**config.mk**
```make
export PLATFORM = sky130hd
export DESIGN_NAME = gen_rand_mod_arbiter
export DESIGN_NICKNAME = d
export VERILOG_FILES = /design/src/rtl/gen_rand_pkg.sv /design/src/rtl/gen_pseudo_modulus_x_mod_z.sv /design/src/rtl/gen_rand_mod_arbiter.sv
export SDC_FILE = /design/constraint.sdc
export NUM_CORES = 1
export LEC_CHECK = 0
export BUFFER_PORTS_ARGS = -buffer_cell sky130_fd_sc_hd__buf_2
export CAP_MARGIN = 25
export CORE_MARGIN = 2
export CORE_UTILIZATION = 35
export CTS_CLUSTER_SIZE = 30
export DETAILED_ROUTE_END_ITERATION = 10
export GPL_ROUTABILITY_DRIVEN = 0
export MAX_ROUTING_LAYER = met4
export PLACE_DENSITY = 0.67
export SLEW_MARGIN = 20
export SYNTH_ARGS = -nofsm -noshare
export SYNTH_HDL_FRONTEND = slang
export SYNTH_SLANG_ARGS = --single-unit
```
**constraint.sdc**
```tcl
create_clock -name clk -period 4.6 [get_ports clk]
set_input_delay 0 -clock clk [delete_from_list [all_inputs] [get_ports clk]]
set_output_delay 0 -clock clk [all_outputs]
set_load 0.1 [all_outputs]
```
**src/rtl/gen_rand_pkg.sv**
```systemverilog
// Shared constants and helpers for the random-index generator:
// LFSR tap masks, default seed and a one-hot encoder.
package gen_rand_pkg;

   localparam logic [15:0] DEFAULT_SEED = 16'hACE1;
   localparam logic [15:0] TAPS_16      = 16'hB400;

   // Right-shift Galois tap masks for common widths.
   function automatic logic [31:0] lfsr_taps(input int w);
      logic [31:0] t;
      case (w)
         8:       t = 32'h0000_00B8;
         11:      t = 32'h0000_0500;
         12:      t = 32'h0000_0E08;
         13:      t = 32'h0000_1C80;
         14:      t = 32'h0000_3802;
         15:      t = 32'h0000_6000;
         16:      t = {16'h0, TAPS_16};
         17:      t = 32'h0001_2000;
         18:      t = 32'h0002_0400;
         20:      t = 32'h0009_0000;
         24:      t = 32'h00E1_0000;
         32:      t = 32'hA300_0000;
         default: t = {16'h0, TAPS_16};
      endcase
      return t;
   endfunction

   function automatic logic [7:0] onehot(input logic [2:0] idx,
                                         input int n);
      logic [7:0] v;
      v = '0;
      for (int i = 0; i < 8; i++) begin
         if (i < n && idx == 3'(i)) v[i] = 1'b1;
      end
      return v;
   endfunction

endpackage

```
**src/rtl/gen_pseudo_modulus_x_mod_z.sv**
```systemverilog
// Pseudo-modulus: masks x to the bit length of z-1, then one
// conditional subtract, giving a result in [0, z-1]. Combinational.
// Ports: i_valid_pls/i_x/i_z in; o_valid_pls/o_res/o_z_zero out.
module gen_pseudo_modulus_x_mod_z #(
   parameter int DATA_W = 11
) (
   input  logic              i_valid_pls,
   input  logic [DATA_W-1:0] i_x,
   input  logic [DATA_W-1:0] i_z,
   output logic              o_valid_pls,
   output logic [DATA_W-1:0] o_res,
   output logic              o_z_zero
);

   logic [DATA_W-1:0] zm1;
   logic [DATA_W-1:0] m;
   logic [DATA_W-1:0] xm;

   always_comb begin
      zm1 = i_z - DATA_W'(1);
      // Smear the MSB of z-1 down to bit 0.
      m = zm1;
      for (int s = 1; s < DATA_W; s = s * 2) begin
         m = m | (m >> s);
      end
      // x & m < 2z, so a single subtract lands below z.
      xm = i_x & m;
      o_z_zero = (i_z == '0);
      if (o_z_zero)     o_res = '0;
      else if (xm >= i_z) o_res = xm - i_z;
      else              o_res = xm;
   end

   assign o_valid_pls = i_valid_pls;

endmodule

```
**src/rtl/gen_rand_mod_arbiter.sv**
```systemverilog
// Round-robin shared random-index generator: one grant per cycle,
// LFSR step per grant, pseudo-modulus, result 2 cycles later.
// Ports: clk, rst, i_req, i_z, i_seed_load, i_seed in;
// o_gnt, o_res_valid, o_res, o_z_zero_err, o_busy out.
module gen_rand_mod_arbiter
   import gen_rand_pkg::*;
#(
   parameter int                DATA_W    = 11,
   parameter int                N_REQ     = 4,
   parameter int                LFSR_W    = 16,
   parameter logic [LFSR_W-1:0] LFSR_SEED = LFSR_W'(DEFAULT_SEED)
) (
   input  logic                    clk,
   input  logic                    rst,
   input  logic [N_REQ-1:0]        i_req,
   input  logic [N_REQ*DATA_W-1:0] i_z,
   input  logic                    i_seed_load,
   input  logic [LFSR_W-1:0]       i_seed,
   output logic [N_REQ-1:0]        o_gnt,
   output logic [N_REQ-1:0]        o_res_valid,
   output logic [DATA_W-1:0]       o_res,
   output logic                    o_z_zero_err,
   output logic                    o_busy
);

   localparam int IDX_W = $clog2(N_REQ);
   localparam logic [LFSR_W-1:0] TAPS = LFSR_W'(lfsr_taps(LFSR_W));

   logic [N_REQ-1:0]  pending;
   logic [IDX_W-1:0]  rr_ptr;
   logic [LFSR_W-1:0] lfsr;

   logic              s1_valid;
   logic [IDX_W-1:0]  s1_idx;
   logic [DATA_W-1:0] s1_z;
   logic [DATA_W-1:0] s1_x;

   logic [N_REQ-1:0]  elig;
   logic              win_found;
   logic [IDX_W-1:0]  win_idx;
   logic [DATA_W-1:0] win_z;
   logic [N_REQ-1:0]  win_oh;
   logic [N_REQ-1:0]  s1_oh;
   logic [N_REQ-1:0]  pend_next;
   logic [LFSR_W-1:0] lfsr_next;
   logic [LFSR_W-1:0] seed_val;

   logic              pm_valid;
   logic [DATA_W-1:0] pm_res;
   logic              pm_zero;

   assign elig = i_req & ~pending;

   // Search from rr_ptr+1 upward with wrap; first eligible wins.
   always_comb begin
      int c;
      logic [IDX_W-1:0] ci;
      c = 0;
      ci = '0;
      win_found = 1'b0;
      win_idx = '0;
      for (int off = 1; off <= N_REQ; off++) begin
         c = (int'(rr_ptr) + off) % N_REQ;
         ci = IDX_W'(c);
         if (!win_found && elig[ci]) begin
            win_found = 1'b1;
            win_idx = ci;
         end
      end
   end

   always_comb begin
      win_z = '0;
      for (int k = 0; k < N_REQ; k++) begin
         if (win_idx == IDX_W'(k)) win_z = i_z[k*DATA_W +: DATA_W];
      end
   end

   assign win_oh = N_REQ'(onehot(3'(win_idx), N_REQ));
   assign s1_oh  = N_REQ'(onehot(3'(s1_idx), N_REQ));

   assign pend_next = (pending & ~(s1_valid ? s1_oh : '0))
                    | (win_found ? win_oh : '0);

   assign lfsr_next = lfsr[0] ? ((lfsr >> 1) ^ TAPS) : (lfsr >> 1);
   assign seed_val  = (i_seed == '0) ? LFSR_SEED : i_seed;

   gen_pseudo_modulus_x_mod_z #(
      .DATA_W (DATA_W)
   ) u_pmod (
      .i_valid_pls (s1_valid),
      .i_x         (s1_x),
      .i_z         (s1_z),
      .o_valid_pls (pm_valid),
      .o_res       (pm_res),
      .o_z_zero    (pm_zero)
   );

   always_ff @(posedge clk) begin
      if (rst) begin
         pending      <= '0;
         rr_ptr       <= IDX_W'(N_REQ - 1);
         lfsr         <= LFSR_SEED;
         s1_valid     <= 1'b0;
         s1_idx       <= '0;
         s1_z         <= '0;
         s1_x         <= '0;
         o_gnt        <= '0;
         o_res_valid  <= '0;
         o_res        <= '0;
         o_z_zero_err <= 1'b0;
      end else begin
         pending      <= pend_next;
         o_gnt        <= win_found ? win_oh : '0;
         s1_valid     <= win_found;
         o_res_valid  <= pm_valid ? s1_oh : '0;
         o_z_zero_err <= pm_valid & pm_zero;
         if (pm_valid) o_res <= pm_res;
         if (win_found) begin
            rr_ptr <= win_idx;
            s1_idx <= win_idx;
            s1_z   <= win_z;
            s1_x   <= lfsr[DATA_W-1:0];
         end
         // A seed load overrides the step; the grant above
         // still captured the pre-load value.
         if (i_seed_load)    lfsr <= seed_val;
         else if (win_found) lfsr <= lfsr_next;
      end
   end

   assign o_busy = |pending;

endmodule

```
==> results of run 1 <==
repair_timing:
| item | CTS | global route |
|---|---|---|
| hold endpoints to repair | 14 | 0 |
| setup endpoints to repair | 0 | 2 |
| setup buffers | 0 | 0 |
| hold buffers | 14 | 0 |
| resized for setup | 0 | 1 |
layout make-up:
class / instances / area, um2 / share of cell area
flip-flops and latches: 67 / 1340 / 0.274
inverters: 22 / 82.6 / 0.0169
repair buffers: 104 / 598 / 0.122
well taps: 140 / 175 / 0.0358
clock buffers: 12 / 256 / 0.0524
multi-input cells: 369 / 2410 / 0.494
clock inverters: 3 / 23.8 / 0.00486
worst reg2reg max path, stage by stage (launching register included):
cell and delay, ns:
dfxtp_1 0.46, inv_1 0.12, ha_1 0.33, o21ba_2 0.34, nor2_1 0.05, o32ai_1 0.29
nand4_2 0.21, or2_1 0.26, and2_1 0.15, ha_1 0.37, o21ai_1 0.10, a21oi_1 0.29
o211ai_1 0.24, a21oi_4 0.32, buf_4 0.22, a32oi_1 0.12, a21bo_1 0.23
metrics by stage:
stage / worst slack [ns] / hold slack, ns / std cells / power (uW) / util
2_1_floorplan: 0.974 / 0.140 / 488 / 2390 / -
6_report: 0.456 / 0.0381 / 717 / 3420 / 0.447
4_1_cts: 0.392 / 0.0282 / 717 / 3410 / 0.447
3_5_place_dp: 0.435 / 0.259 / 688 / 2750 / 0.408
5_1_grt: 0.0703 / 0.0688 / 717 / 3640 / 0.447
3_3_place_gp: 0.583 / 0.242 / 688 / 2710 / 0.408
registers in the layout, indices dropped and copies added (netlist names):
register	flops
s1_valid	1
lfsr	16
s1_x	11
rr_ptr	2
s1_z	11
s1_idx	2
o_res_valid	4
o_res	11
pending	4
o_z_zero_err	1
o_gnt	4
power by group:
part	internal [uW]	switching [uW]
logic	660	1250
clock network	392	244
registers	721	149
total	1770	1640
layer usage:
layer,GRT usage,share of wire,vias to the layer above,routed length (um)
met1,0.214,0.42,1815,4510
met4,0.0670,0.015,0,159
met3,0.0406,0.049,12,530
li1,-,-,1929,-
met5,-,0,-,0
met2,0.331,0.51,102,5510
path summary, 6_finish.rpt:
check / cells after the start / start / endpoint
worst max-delay path: 16 / s1_z[0]$_SDFFE_PP0P_ / o_res[5]$_SDFFE_PP0P_
worst min-delay path: 3 / i_seed[13] / lfsr[13]$_SDFFE_PP1P_
worst max register to register: 16 / s1_z[0]$_SDFFE_PP0P_ / o_res[5]$_SDFFE_PP0P_
worst min register to register: 2 / o_res[8]$_SDFFE_PP0P_ / o_res[8]$_SDFFE_PP0P_
cell usage in the layout (no fill, tap or decap), drive strengths merged, types with 5 or more instances in the layout:
master,count
buf,90
dfxtp,67
nand2,55
a21oi,50
nor2,42
o21ai,28
inv,22
nand3,19
mux2i,19
ha,14
dlygate4sd3,14
clkbuf,12
mux2,11
nor3,9
xnor2,8
o211ai,7
nor2b,7
a221oi,6
nor3b,6
nand4,6
nor4,6
a211oi,5
nand2b,5
cell families after synthesis:
kind of cell | Yosys count | share of synthesized area
xor+xnor | 12 | 0.0265
compound gates | 138 | 0.230
simple gates | 174 | 0.220
mux | 30 | 0.0793
flops | 67 | 0.339
buf+inv | 52 | 0.0556
fa+ha+maj | 15 | 0.0493
==> metrics.md, run 1 <==
| Metric | Value |
|---|---|
| Syn nets | 570 |
| Residual DRC | 0 |
| Startpoint Class | register |
| Chip Width | 110 um |
| CP max FO | 9 |
| Wire length of the first global-routing pass | 17.6 mm |
| Relative slew slack | 0.406 |
| Filler cells | 1103 |
| Layout Skew | 0.00463 ns |
| Die area | 12200 um2 |
| Crit-path cells | inv_1 -> ha_1 -> o21ba_2 -> nor2_1 -> o32ai_1 -> nand4_2 -> or2_1 -> and2_1 -> ha_1 -> o21ai_1 -> a21oi_1 -> o211ai_1 -> a21oi_4 -> buf_4 -> a32oi_1 -> a21bo_1 |
| Max-cap viol count | 0 |
| Fmax achieved | 0.241 GHz |
| Top_reg_cell synth | dfxtp_1 |
| Top post-synthesis cells by count | dfxtp_1, nand2_1, a21oi_1 |
| Synthesized flop and latch total | 67 |
| Syn Inst Count | 488 |
| Antenna Cells | 0 |
| Count leader, synth | dfxtp_1 |
| YS warnings | 0 |
| Clock Root Buffer | clkbuf_16 |
| Yosys top cell by area | dfxtp_1 |
| Critical path endpoint category | register |
| Post-Synthesis Cell Area | 3960 um2 |
| Layout Nets | 655 |
| WS Path Type | reg -> reg |
| Leak | 0.00211 uW |
| Critical path's slowest cell | dfxtp_1 |
| Largest net degree at the start of global routing | 36 |
| CP Data Required Time | 4.87 ns |
| Gr ovfl total | 0 |
| Layout cell share with drive strength beyond 1 | 0.224 |
| Area grow syn2layout | 23.5% |
| Core area | 10900 um2 |
| CP arrival | 4.41 ns |
| Max Slew Vio Count | 0 |
| Clock-pin slew on the worst setup and hold paths | 0.06 ns |
| Async SR Flop Fraction | 0 |
| Clock Path Buffers | 2 |
| Period utilization | 0.901 |
| Total GRT Usage | 0.189 |
| Drt total wl | 10.7 mm |
| Starting Density | 0.362 |
| Vias in the first global route | 3778 |
| Vias | 3858 |
| Crit path buffers/inverters | 2 |
| Worst-Skew Late Latency | 0.32 ns |
| Final hold violation count | 0 |
| CTS tree | built |
| Dpl hpwl | 7.99 mm |
| Worst-Margin Slew | 0.888 ns |
| Fin crit period | 4.14 ns |
| Placement Cell Area | 4460 um2 |
| Synth cell types | 70 |
| Pre-antenna DRT Iters | 4 |
| Worst hold path type | in -> reg |
| Flop2flop setup slack | 0.46 ns |
| Sink Count | 67 |
| RSZ-0062 raised after global routing | false |
| Cell repeated most along the worst path | ha_1 |
| # setup viols final | 0 |
| Site Rows | 38 |
| Post-route ant nets | 0 |
| P per Cell Area | 699 nW/um2 |
| Fin area | 4890 um2 |
| Setup tns final | 0 ns |
| Post-synthesis sequential area ratio | 0.339 |
| Vias per inst | 5.38 |
| Chip height | 110 um |
| Post-synth top area share | 0.339 |
| CTS Buf Count | 9 |
| H-tree depth | 3 |
| Wirelength per Cell | 14.9 um |
| Buffers on Ports | 87 |
| Syn_area_per_cell | 8.11 um2 |
| Outcome | finished clean |
| Max VDD drop | 0.304 mV |
| Crit-path leading delay family | compound AO/OA/AOI/OAI gates |
| Max incr delay on CP | 0.46 ns |
| Initial antenna violation count | 0 |
| Synth top area cells | dfxtp_1, a21oi_1, nand2_1 |
| Detailed Route Iter0 Violations | 128 |
| Post-synth EDFFs | 0 |
| I/O pin total | 88 |
Power figures use the tool's default switching activity.
==> run 2: changes to the inputs <==
--- a/config.mk
+++ b/config.mk
@@ -7,7 +7,7 @@
 export LEC_CHECK = 0
 export BUFFER_PORTS_ARGS = -buffer_cell sky130_fd_sc_hd__buf_2
 export CAP_MARGIN = 25
-export CORE_MARGIN = 2
+export CORE_ASPECT_RATIO = 1.25
 export CORE_UTILIZATION = 35
 export CTS_CLUSTER_SIZE = 30
 export DETAILED_ROUTE_END_ITERATION = 10
==> run 2 against run 1 <==
Net effect:
- critical path type unchanged
- worst setup slack got worse by 0.11 ns
- sequential share of layout area fell by 0.056 points
- flip-flop and latch count did not move
- hold slack got worse by 0.0046 ns
- critical path depth did not move
- design area rose by 0.20%
- the flow now finishes with violations (design-rule violations)
- global-route usage rose by 0.38 points
- core utilization fell by 0.51 points
- sequential power barely moved
- combinational power barely moved
==> metrics.md, run 2 (synthesis gave the netlist of run 1 again) <==
| Metric | Value |
|---|---|
| Relative slew slack | 0.444 (was 0.406) |
| CP max FO | 9 (unchanged) |
| Int Power | 1810 uW (was 1770 uW) |
| Chip Width | 97.1 um (was 110 um) |
| Max Slew Vio Count | 0 (unchanged) |
| Violated checks | design-rule violations |
| Drt total wl | 10.8 mm (was 10.7 mm) |
| Reg-to-reg startpoint | s1_z[1]$_SDFFE_PP0P_ (was s1_z[0]$_SDFFE_PP0P_) |
| WS Path Type | reg -> reg (unchanged) |
| Flop2flop setup slack | 0.34 ns (was 0.46 ns) |
| CTS tree | built (unchanged) |
| Multi-input gate area | 2410 um2 (about the same) |
| Cell repeated most along the worst path | ha_1 (unchanged) |
| Residual DRC | 2 (was 0) |
| Core area | 11100 um2 (was 10900 um2) |
| Fmax achieved | 0.235 GHz (was 0.241 GHz) |
| Net switching power figure | 1640 uW (about the same) |
| I/O pin total | 88 (unchanged) |
| Logic pwr share | 0.548 (was 0.559) |
| Vias | 3884 (was 3858) |
| Clock-pin slew on the worst setup and hold paths | 0.06 ns (about the same) |
| Worst-Margin Slew | 0.831 ns (was 0.888 ns) |
| # setup viols final | 0 (unchanged) |
| Chip height | 121 um (was 110 um) |
| Wire length of the first global-routing pass | 18.0 mm (was 17.6 mm) |
| Worst path depth | 16 (unchanged) |
| Max-cap viol count | 0 (unchanged) |
| Critical path's slowest cell | dfxtp_1 (unchanged) |
| Wirelength per Cell | 15.2 um (was 14.9 um) |
| Layout Nets | 655 (unchanged) |
| Number of flip-flops under the largest register name | 16 (unchanged) |
| Sequential share of power | 0.252 (was 0.254) |
| Layout Skew | 0.00522 ns (was 0.00463 ns) |
| Clock Root Buffer | clkbuf_16 (unchanged) |
| Final hold violation count | 0 (unchanged) |
| Startpoint Class | register (unchanged) |
| Vias per inst | 5.45 (was 5.38) |
| H-tree depth | 3 (unchanged) |
| Buffers on Ports | 87 (unchanged) |
| Largest net degree at the start of global routing | 36 (unchanged) |
| Fin area | 4900 um2 (was 4890 um2) |
| Period utilization | 0.925 (was 0.901) |
| Clock Path Buffers | 2 (unchanged) |
| R2R depth | 16 (unchanged) |
| Initial antenna violation count | 0 (unchanged) |
| Sink Count | 67 (unchanged) |
| Post-route ant nets | 0 (unchanged) |
| Crit-path leading delay family | compound AO/OA/AOI/OAI gates (unchanged) |
| Site Rows | 43 (was 38) |
| Worst-Skew Late Latency | 0.33 ns (was 0.32 ns) |
| Sequential cell area | 1340 um2 (unchanged) |
| Starting Density | 0.357 (was 0.362) |
| RSZ-0062 raised after global routing | false (unchanged) |
| Net Sw Frac | 0.476 (was 0.481) |
| Worst setup path end | o_res[3]$_SDFFE_PP0P_ (was o_res[5]$_SDFFE_PP0P_) |
| Antenna Cells | 0 (unchanged) |
| Pre-antenna DRT Iters | 7 (was 4) |
| Detailed Route Iter0 Violations | 162 (was 128) |
| Crit path buffers/inverters | 2 (unchanged) |
| CP arrival | 4.53 ns (was 4.41 ns) |
| Area grow syn2layout | 23.8% (was 23.5%) |
| Fin crit period | 4.26 ns (was 4.14 ns) |
| Max incr delay on CP | 0.45 ns (was 0.46 ns) |
| Layout cell share with drive strength beyond 1 | 0.227 (was 0.224) |
| CTS Buf Count | 9 (unchanged) |
| Placement Cell Area | 4460 um2 (about the same) |
| P per Cell Area | 704 nW/um2 (was 699 nW/um2) |
| Vias in the first global route | 3852 (was 3778) |
| Largest Register | lfsr (unchanged) |
| Reg2Reg Capture Point | o_res[3]$_SDFFE_PP0P_ (was o_res[5]$_SDFFE_PP0P_) |
| Gr ovfl total | 0 (unchanged) |
| Most frequent cells in the layout | buf_2, dfxtp_1, nand2_1 (unchanged) |
| Setup tns final | 0 ns (unchanged) |
| CP Data Required Time | 4.87 ns (about the same) |
| Critical Path Source | s1_z[1]$_SDFFE_PP0P_ (was s1_z[0]$_SDFFE_PP0P_) |
| Clock network fraction of total power | 0.200 (was 0.186) |
| Die area | 11700 um2 (was 12200 um2) |
| Total GRT Usage | 0.193 (was 0.189) |
| Filler cells | 1127 (was 1103) |
| Worst hold path type | in -> reg (unchanged) |
| Leak | 0.00213 uW (was 0.00211 uW) |
| Max VDD drop | 0.217 mV (was 0.304 mV) |
| Crit-path cells | inv_1 -> ha_1 -> o21ba_2 -> nor2_1 -> o32ai_1 -> nand4_2 -> or2_1 -> and2_1 -> ha_1 -> o21ai_1 -> a21oi_1 -> o211ai_1 -> a21oi_2 -> buf_4 -> nor4b_1 -> a221o_1 (was inv_1 -> ha_1 -> o21ba_2 -> nor2_1 -> o32ai_1 -> nand4_2 -> or2_1 -> and2_1 -> ha_1 -> o21ai_1 -> a21oi_1 -> o211ai_1 -> a21oi_4 -> buf_4 -> a32oi_1 -> a21bo_1) |
| Most common cell after layout, fill and taps aside | buf_2 (unchanged) |
| Dpl hpwl | 8.04 mm (was 7.99 mm) |
| Outcome | finished, violations left (was finished clean) |
| Critical path endpoint category | register (unchanged) |
==> run 2: per-stage QoR <==
stage	setup slack, ns	instances	total power, uW	hold slack, ns	util
after floorplan	0.974	488	2390	0.140	-
after global placement	0.509	683	2710	0.242	0.402
after detailed placement	0.335	683	2750	0.259	0.402
after CTS	0.355	713	3460	0.0277	0.442
after global routing	0.0170	713	3670	0.0814	0.442
final	0.344	713	3450	0.0335	0.442
==> run 2: how the worst min path moves through the flow <==
stage,start,endpoint,depth (start not counted)
2_1_floorplan,i_seed[1],lfsr[1]$_SDFFE_PP0P_,2
3_3_place_gp,i_seed[3],lfsr[3]$_SDFFE_PP0P_,3
3_5_place_dp,i_seed[12],lfsr[12]$_SDFFE_PP0P_,3
4_1_cts,i_seed[13],lfsr[13]$_SDFFE_PP1P_,3
5_1_grt,i_seed[13],lfsr[13]$_SDFFE_PP1P_,3
6_report,i_seed[13],lfsr[13]$_SDFFE_PP1P_,3
==> run 2: power groups by stage <==
stage	clock [uW]	sequential, uW	combinational [uW]
final	692	870	1890
after global placement	0	873	1840
after CTS	702	868	1890
after floorplan	0	1160	1230
after detailed placement	0	878	1870
after global routing	724	891	2050
==> run 2: repair_timing <==
item | 4_1_cts | 5_1_grt
endpoints found under the hold margin | 14 | 0
resized for setup | 0 | 0
buffers inserted | 0 | 0
setup endpoints to repair | 0 | 0
hold buffers | 14 | 0
==> run 2: tightest hold or removal path, delay by kind of cell <==
kind                   cells  cell delay (ns)
AO/OA/AOI/OAI              2             0.23
buffers and inverters      1             0.10
==> run 2: per-layer routing <==
metal	track usage	wire [um]	vias to the layer above
li1	-	-	1936
met1	0.213	4440	1818
met2	0.341	5620	107
met3	0.0351	466	23
met4	0.0849	278	0
met5	-	0	-
==> run 2: final cells by class <==
class | instances | share of cell area
Multi-Input combinational cell | 369 | 0.491
Tap cell | 135 | 0.0345
Timing Repair Buffer | 104 | 0.122
Inverter | 22 | 0.0168
Sequential cell | 67 | 0.274
Clock inverter | 6 | 0.0133
Clock buffer | 10 | 0.0487
